`src/rtl/rom_load_pkg.sv`:
```
// Shared types, widths and helpers for the ROM download controller.
// State encoding, region index and region-relative address arithmetic.
package rom_load_pkg;

    localparam int ADDR_W  = 25;
    localparam int RADDR_W = 16;

    typedef enum logic [2:0] {
        BOOT,
        LOAD,
        CHECK,
        ERROR,
        HOLD,
        RUN
    } state_t;

    typedef enum logic [1:0] {
        REG_CPU,
        REG_SPR,
        REG_TILE,
        REG_PROM
    } region_t;

    function automatic logic [RADDR_W-1:0] rel_offset(
        input logic [ADDR_W-1:0] addr,
        input logic [ADDR_W-1:0] base
    );
        return RADDR_W'(addr - base);
    endfunction

    // A region is legal when its bounds are ordered and it spans at most 64 KiB.
    function automatic bit region_fits(
        input logic [ADDR_W-1:0] lo,
        input logic [ADDR_W-1:0] hi
    );
        return (hi >= lo) && ((hi - lo) <= ADDR_W'(32'h0001_0000));
    endfunction

endpackage

```
`src/rtl/rom_region_decode.sv`:
```
// Combinational region lookup: maps an image byte address to its ROM region,
// the region-relative offset, and whether it lies inside the image at all.
module rom_region_decode
    import rom_load_pkg::*;
#(
    parameter logic [ADDR_W-1:0] REG1_BASE  = 25'h0C000,
    parameter logic [ADDR_W-1:0] REG2_BASE  = 25'h14000,
    parameter logic [ADDR_W-1:0] REG3_BASE  = 25'h1C000,
    parameter logic [ADDR_W-1:0] TOTAL_SIZE = 25'h1C220
) (
    input  logic [ADDR_W-1:0]  addr_i,
    output region_t            region_o,
    output logic               in_range_o,
    output logic [RADDR_W-1:0] rel_addr_o
);

    logic [ADDR_W-1:0] base;

    always_comb begin
        region_o   = REG_CPU;
        base       = '0;
        in_range_o = 1'b1;
        if (addr_i < REG1_BASE) begin
            region_o = REG_CPU;
            base     = '0;
        end else if (addr_i < REG2_BASE) begin
            region_o = REG_SPR;
            base     = REG1_BASE;
        end else if (addr_i < REG3_BASE) begin
            region_o = REG_TILE;
            base     = REG2_BASE;
        end else if (addr_i < TOTAL_SIZE) begin
            region_o = REG_PROM;
            base     = REG3_BASE;
        end else begin
            region_o   = REG_PROM;
            base       = REG3_BASE;
            in_range_o = 1'b0;
        end
    end

    assign rel_addr_o = rel_offset(addr_i, base);

endmodule

```
`src/rtl/rom_load_ctrl.sv`:
```
// Steers the HPS ROM download into four ROM regions, validates the image and
// gates the game core reset. Optional running checksum: define ROM_CHECKSUM_EN.
module rom_load_ctrl
    import rom_load_pkg::*;
#(
    parameter logic [ADDR_W-1:0] REG1_BASE   = 25'h0C000,
    parameter logic [ADDR_W-1:0] REG2_BASE   = 25'h14000,
    parameter logic [ADDR_W-1:0] REG3_BASE   = 25'h1C000,
    parameter logic [ADDR_W-1:0] TOTAL_SIZE  = 25'h1C220,
    parameter int unsigned       HOLD_CYCLES = 4096
`ifdef ROM_CHECKSUM_EN
    ,
    parameter logic [15:0]       EXP_SUM     = 16'h0000
`endif
) (
    input  logic               clk_sys,
    input  logic               reset_n,
    input  logic               dl_active,
    input  logic               dl_wr,
    input  logic [ADDR_W-1:0]  dl_addr,
    input  logic [7:0]         dl_data,
    output logic [3:0]         rom_we,
    output logic [RADDR_W-1:0] rom_addr,
    output logic [7:0]         rom_data,
    output logic               core_reset,
    output logic               load_done,
    output logic               load_error,
    output logic [ADDR_W-1:0]  byte_count
`ifdef ROM_CHECKSUM_EN
    ,
    output logic [15:0]        checksum
`endif
);

    localparam int HOLD_W = (HOLD_CYCLES > 1) ? $clog2(HOLD_CYCLES) : 1;

    generate
        if (!region_fits({ADDR_W{1'b0}}, REG1_BASE) || !region_fits(REG1_BASE, REG2_BASE) ||
            !region_fits(REG2_BASE, REG3_BASE) || !region_fits(REG3_BASE, TOTAL_SIZE) ||
            (HOLD_CYCLES == 0)) begin : g_bad_params
            $error("rom_load_ctrl: region bases unordered, a region exceeds 64 KiB, or HOLD_CYCLES is 0");
        end
    endgenerate

    state_t             state_q, state_d;
    logic               dl_active_q;
    logic               oor_q, oor_d;
    logic [HOLD_W-1:0]  hold_q, hold_d;
    logic [3:0]         we_q, we_d;
    logic [RADDR_W-1:0] addr_q, addr_d;
    logic [7:0]         data_q, data_d;
    logic               core_reset_q, core_reset_d;
    logic               done_q, done_d;
    logic               error_q, error_d;
    logic [ADDR_W-1:0]  count_q, count_d;
    logic [15:0]        sum_q, sum_d;

    region_t            dec_region;
    logic               dec_in_range;
    logic [RADDR_W-1:0] dec_rel_addr;
    logic               dl_rise;
    logic               image_bad;

    rom_region_decode #(
        .REG1_BASE  (REG1_BASE),
        .REG2_BASE  (REG2_BASE),
        .REG3_BASE  (REG3_BASE),
        .TOTAL_SIZE (TOTAL_SIZE)
    ) u_decode (
        .addr_i     (dl_addr),
        .region_o   (dec_region),
        .in_range_o (dec_in_range),
        .rel_addr_o (dec_rel_addr)
    );

    assign dl_rise = dl_active & ~dl_active_q;

`ifdef ROM_CHECKSUM_EN
    assign image_bad = (count_q != TOTAL_SIZE) | oor_q | ((EXP_SUM != 16'h0000) && (sum_q != EXP_SUM));
    assign checksum  = sum_q;
`else
    assign image_bad = (count_q != TOTAL_SIZE) | oor_q;
`endif

    always_comb begin
        state_d = state_q;
        oor_d   = oor_q;
        hold_d  = hold_q;
        we_d    = '0;
        addr_d  = addr_q;
        data_d  = data_q;
        done_d  = done_q;
        error_d = error_q;
        count_d = count_q;
        sum_d   = sum_q;

        unique case (state_q)
            LOAD: begin
                // Writes are taken every cycle here, including the one where dl_active drops.
                if (dl_wr) begin
                    count_d = (count_q == '1) ? count_q : count_q + 1'b1;
                    addr_d  = dec_rel_addr;
                    data_d  = dl_data;
                    if (dec_in_range) begin
                        we_d[dec_region] = 1'b1;
                        sum_d            = sum_q + {8'h00, dl_data};
                    end else begin
                        oor_d = 1'b1;
                    end
                end
                if (!dl_active) begin
                    state_d = CHECK;
                end
            end
            CHECK: begin
                if (image_bad) begin
                    state_d = ERROR;
                    error_d = 1'b1;
                end else begin
                    state_d = HOLD;
                    hold_d  = HOLD_W'(HOLD_CYCLES - 1);
                end
            end
            default: begin
                // BOOT, ERROR, HOLD and RUN all restart on a new download.
                if (dl_rise) begin
                    state_d = LOAD;
                    count_d = '0;
                    error_d = 1'b0;
                    done_d  = 1'b0;
                    oor_d   = 1'b0;
                    sum_d   = '0;
                end else if (state_q == HOLD) begin
                    if (hold_q == '0) begin
                        state_d = RUN;
                        done_d  = 1'b1;
                    end else begin
                        hold_d = hold_q - 1'b1;
                    end
                end
            end
        endcase

        core_reset_d = (state_d != RUN);
    end

    always_ff @(posedge clk_sys or negedge reset_n) begin
        if (!reset_n) begin
            state_q      <= BOOT;
            dl_active_q  <= 1'b0;
            oor_q        <= 1'b0;
            hold_q       <= '0;
            we_q         <= '0;
            addr_q       <= '0;
            data_q       <= '0;
            core_reset_q <= 1'b1;
            done_q       <= 1'b0;
            error_q      <= 1'b0;
            count_q      <= '0;
            sum_q        <= '0;
        end else begin
            state_q      <= state_d;
            dl_active_q  <= dl_active;
            oor_q        <= oor_d;
            hold_q       <= hold_d;
            we_q         <= we_d;
            addr_q       <= addr_d;
            data_q       <= data_d;
            core_reset_q <= core_reset_d;
            done_q       <= done_d;
            error_q      <= error_d;
            count_q      <= count_d;
            sum_q        <= sum_d;
        end
    end

    assign rom_we     = we_q;
    assign rom_addr   = addr_q;
    assign rom_data   = data_q;
    assign core_reset = core_reset_q;
    assign load_done  = done_q;
    assign load_error = error_q;
    assign byte_count = count_q;

endmodule

```
`config.mk`:
```
export PLATFORM = sky130hd
export DESIGN_NAME = rom_load_ctrl
export DESIGN_NICKNAME = d
export VERILOG_FILES = /design/src/rtl/rom_load_pkg.sv /design/src/rtl/rom_region_decode.sv /design/src/rtl/rom_load_ctrl.sv
export SDC_FILE = /design/constraint.sdc
export NUM_CORES = 1
export LEC_CHECK = 0
export ABC_AREA = 1
export CAP_MARGIN = 0
export CORE_ASPECT_RATIO = 1.25
export CORE_MARGIN = 5
export CORE_UTILIZATION = 40
export CTS_CLUSTER_DIAMETER = 40
export DETAILED_ROUTE_END_ITERATION = 16
export GPL_TIMING_DRIVEN = 0
export PLACE_DENSITY = 0.75
export SYNTH_ARGS = -nofsm -noshare
export SYNTH_HDL_FRONTEND = slang
export SYNTH_SLANG_ARGS = --single-unit
```
`constraint.sdc`:
```
create_clock -name clk_sys -period 1.7 [get_ports clk_sys]
set_input_delay 0.34 -clock clk_sys [delete_from_list [all_inputs] [get_ports clk_sys]]
set_output_delay 0.34 -clock clk_sys [all_outputs]
set_load 0.02 [all_outputs]
```
==> flow_summary.json <==
{
  "status": "finished with violations",
  "violations": "negative setup slack",
  "ys_async_sr_fraction": 1.00,
  "hold_violations": 0,
  "grt_use_met2": 0.358,
  "power.density_mw_per_mm2": 1230,
  "synth_top_area_frac": 0.416,
  "cp.required_ns": 1.97,
  "setup_viol": 36,
  "grt_first_pass_wirelength_mm": 21.2,
  "first_iter_violations": 211,
  "area_growth_pct": 46.7,
  "crit_buf_inv": 4,
  "relSlewSlack": 0.690,
  "worstHoldEndpoint": "dl_active_q",
  "path_class": "flop to flop",
  "gr-max-usage-layer": "met2",
  "hold_ws_ns": 0.328,
  "grt_use_total": 0.203,
  "crit-reg2reg-capture": "byte_count[4]",
  "num_vias": 4478,
  "seq_area_frac_synth": 0.422,
  "critPathMaxStageDelay_ns": 0.40,
  "clock_latency_ns": 0.34,
  "min_path_type": "input pin to flop",
  "synth_cell_types": 30,
  "grt_max_degree": 52,
  "fmax_mhz": 538,
  "hp-start": "dl_active",
  "die_h_um": 126,
  "grt_pass1_vias": 4610,
  "rrSetupSlack_ns": -0.16,
  "gp_congestion": 0.921,
  "die-area_sq_mm": 0.0130,
  "pre_cts_ws_ns": -0.488,
  "pin_count": 93,
  "cts_max_path_buffers": 2,
  "dp.cells": 844,
  "drt_wl_total_mm": 13.0,
  "io_buffers": 92,
  "antenna_found_initial": 0,
  "clock-root-buffer": "clkbuf_16",
  "drv_slew": 0,
  "rsz0062_at_grt": "true",
  "r2r-start": "byte_count[0]",
  "fin_cells": 891,
  "htree_num_levels": 3,
  "crit_chain": "buf_12, ha_4, nand2_4, nor2_4, nand2_4, nor2_4, nand4_4, nand2_4, buf_12, buf_12, clkbuf_16, nand2_2, nand2_1",
  "drive_gt1_frac": 0.215,
  "clock-sinks": 73,
  "syn_area_per_cell_sq_um": 7.00,
  "dp_hpwl_mm": 8.88,
  "post-route-min-period_ns": 1.86,
  "cp-end-kind": "flop",
  "grt_use_met3": 0.0445,
  "start_util": 0.408,
  "whs_path_depth": 1,
  "numCtsBuffers": 9,
  "row_count": 42,
  "fin_crit_sh": 1.09,
  "syn_nets": 660,
  "slowest_stage": "dfrtp_2",
  "fillers": 925,
  "synth_warnings": 0,
  "tightest_slew_ns": 0.464,
  "ys_seq_elements": 73,
  "first_pass_iters": 5,
  "crit_family": "simple AND/OR/NAND/NOR gates",
  "core_area_sq_mm": 0.0106,
  "finalNetCount": 796,
  "ir_worst_vdd_uv": 1010,
  "die_w_um": 103,
  "vias_per_cell": 5.03,
  "drc": 0,
  "synth_area_leaders": "dfrtp_1 (42%), nand2_1 (20%), nor2_1 (7.2%)",
  "cts_tree": "yes",
  "synth_top_area_cell": "dfrtp_1",
  "p_leak_nw": 3.18,
  "maxCapViolCount": 0,
  "grt.overflow.total": 0,
  "yosysMostFrequentCell": "nand2_1",
  "wire_per_inst_um": 14.6,
  "cp.arrival_ns": 2.13,
  "yosys-top-cells-count": "nand2_1 (231), nor2_1 (83), dfrtp_1 (72), nand3_1 (61), inv_1 (60)",
  "synth_edf_count": 0,
  "synth_cells": 619,
  "worstRegToRegCells": 13,
  "critPathMaxFanout": 5,
  "ant_nets": 0,
  "clk_pin_slew_ns": 0.06,
  "syn_area_sq_mm": 0.00433,
  "cp-start-kind": "flop",
  "antennaDiodeCount": 0,
  "grt_use_met1": 0.234,
  "setup_ws_ns": -0.160,
  "synthFlopType": "dfrtp_1",
  "finClkSkew_ns": 0.00837
}
==> layout by cell type (no fill, tap or decap), types with 10 or more instances in the layout <==
master	instances
nand2_1	201
nor2_1	77
dfrtp_1	64
clkdlybuf4s50_1	61
nand3_1	58
inv_1	55
nand2_2	33
dlygate4sd2_1	26
buf_4	21
o21ai_2	18
nand2_4	12
o21ai_0	10
clkbuf_16	10
==> final cells by class <==
| type | instances | area, sq um | share of cell area |
|---|---|---|---|
| repair buffers | 126 | 1320 | 0.208 |
| inverters | 65 | 254 | 0.0399 |
| well taps | 132 | 165 | 0.0260 |
| clock buffers | 11 | 243 | 0.0382 |
| plain buffers | 14 | 121 | 0.0191 |
| flip-flops and latches | 73 | 1840 | 0.289 |
| multi-input cells | 466 | 2360 | 0.371 |
| clock inverters | 4 | 53.8 | 0.00846 |
==> metrics by stage <==
step	utilization	setup TNS [ns]	instance area, sq um	power [mW]
global placement	0.511	-173.90	5430	5.06
global route	0.599	-6.60	6360	8.19
finish	0.599	-3.78	6360	7.80
floorplan	-	0	4340	4.00
detailed placement	0.513	-11.97	5450	5.15
CTS	0.578	-2.12	6130	7.68
==> state kept, by name (all words and copies together), names as in the netlist <==
name	flops
rom_we	4
rom_addr	16
core_reset	1
load_error	1
hold_q	12
oor_q	1
byte_count	25
state_q	3
dl_active_q	1
load_done	1
rom_data	8
==> cells by family (layout without fill, tap and decap cells) <==
kind of cell | count (synthesis) | after routing | share of synthesized area
buf+inv | 80 | 220 | 0.0855
simple gates | 414 | 414 | 0.404
fa+ha+maj | 4 | 4 | 0.0115
compound gates | 42 | 42 | 0.0650
xor+xnor | 6 | 6 | 0.0121
flops | 73 | 73 | 0.422
==> power by group <==
part / switching, mW / internal, mW / leakage, nW
logic: 1.95 / 1.62 / 2.09
registers: 0.247 / 2.10 / 0.952
clock network: 0.722 / 1.17 / 0.138
total: 2.91 / 4.89 / 3.18
==> worst max path at each step <==
stage | from | end | slack, ns | cells after the start
3_5_place_dp | dl_addr[22] | rom_addr[14] | -0.49 | 9
6_report | byte_count[0] | byte_count[4] | -0.16 | 13
5_1_grt | byte_count[0] | byte_count[12] | -0.23 | 13
2_1_floorplan | byte_count[0] | byte_count[2] | 0.006 | 10
4_1_cts | byte_count[0] | byte_count[5] | -0.12 | 13
3_3_place_gp | reset_n | byte_count[1] | -2.51 | 1
==> metal layers <==
metal  share of wire  routed length (um)
met1            0.39                5070
met3           0.057                 742
met4           0.024                 313
met2            0.53                6870
met5               0                   0
==> repair_timing <==
item,in CTS,in global routing
hold buffers,1,0
setup endpoints to repair,64,67
gates resized for setup,61,63
cloned,4,1
pin swaps,7,22
setup buffers,21,6
endpoints found under the hold margin,22,0
Power figures use the tool's default switching activity.
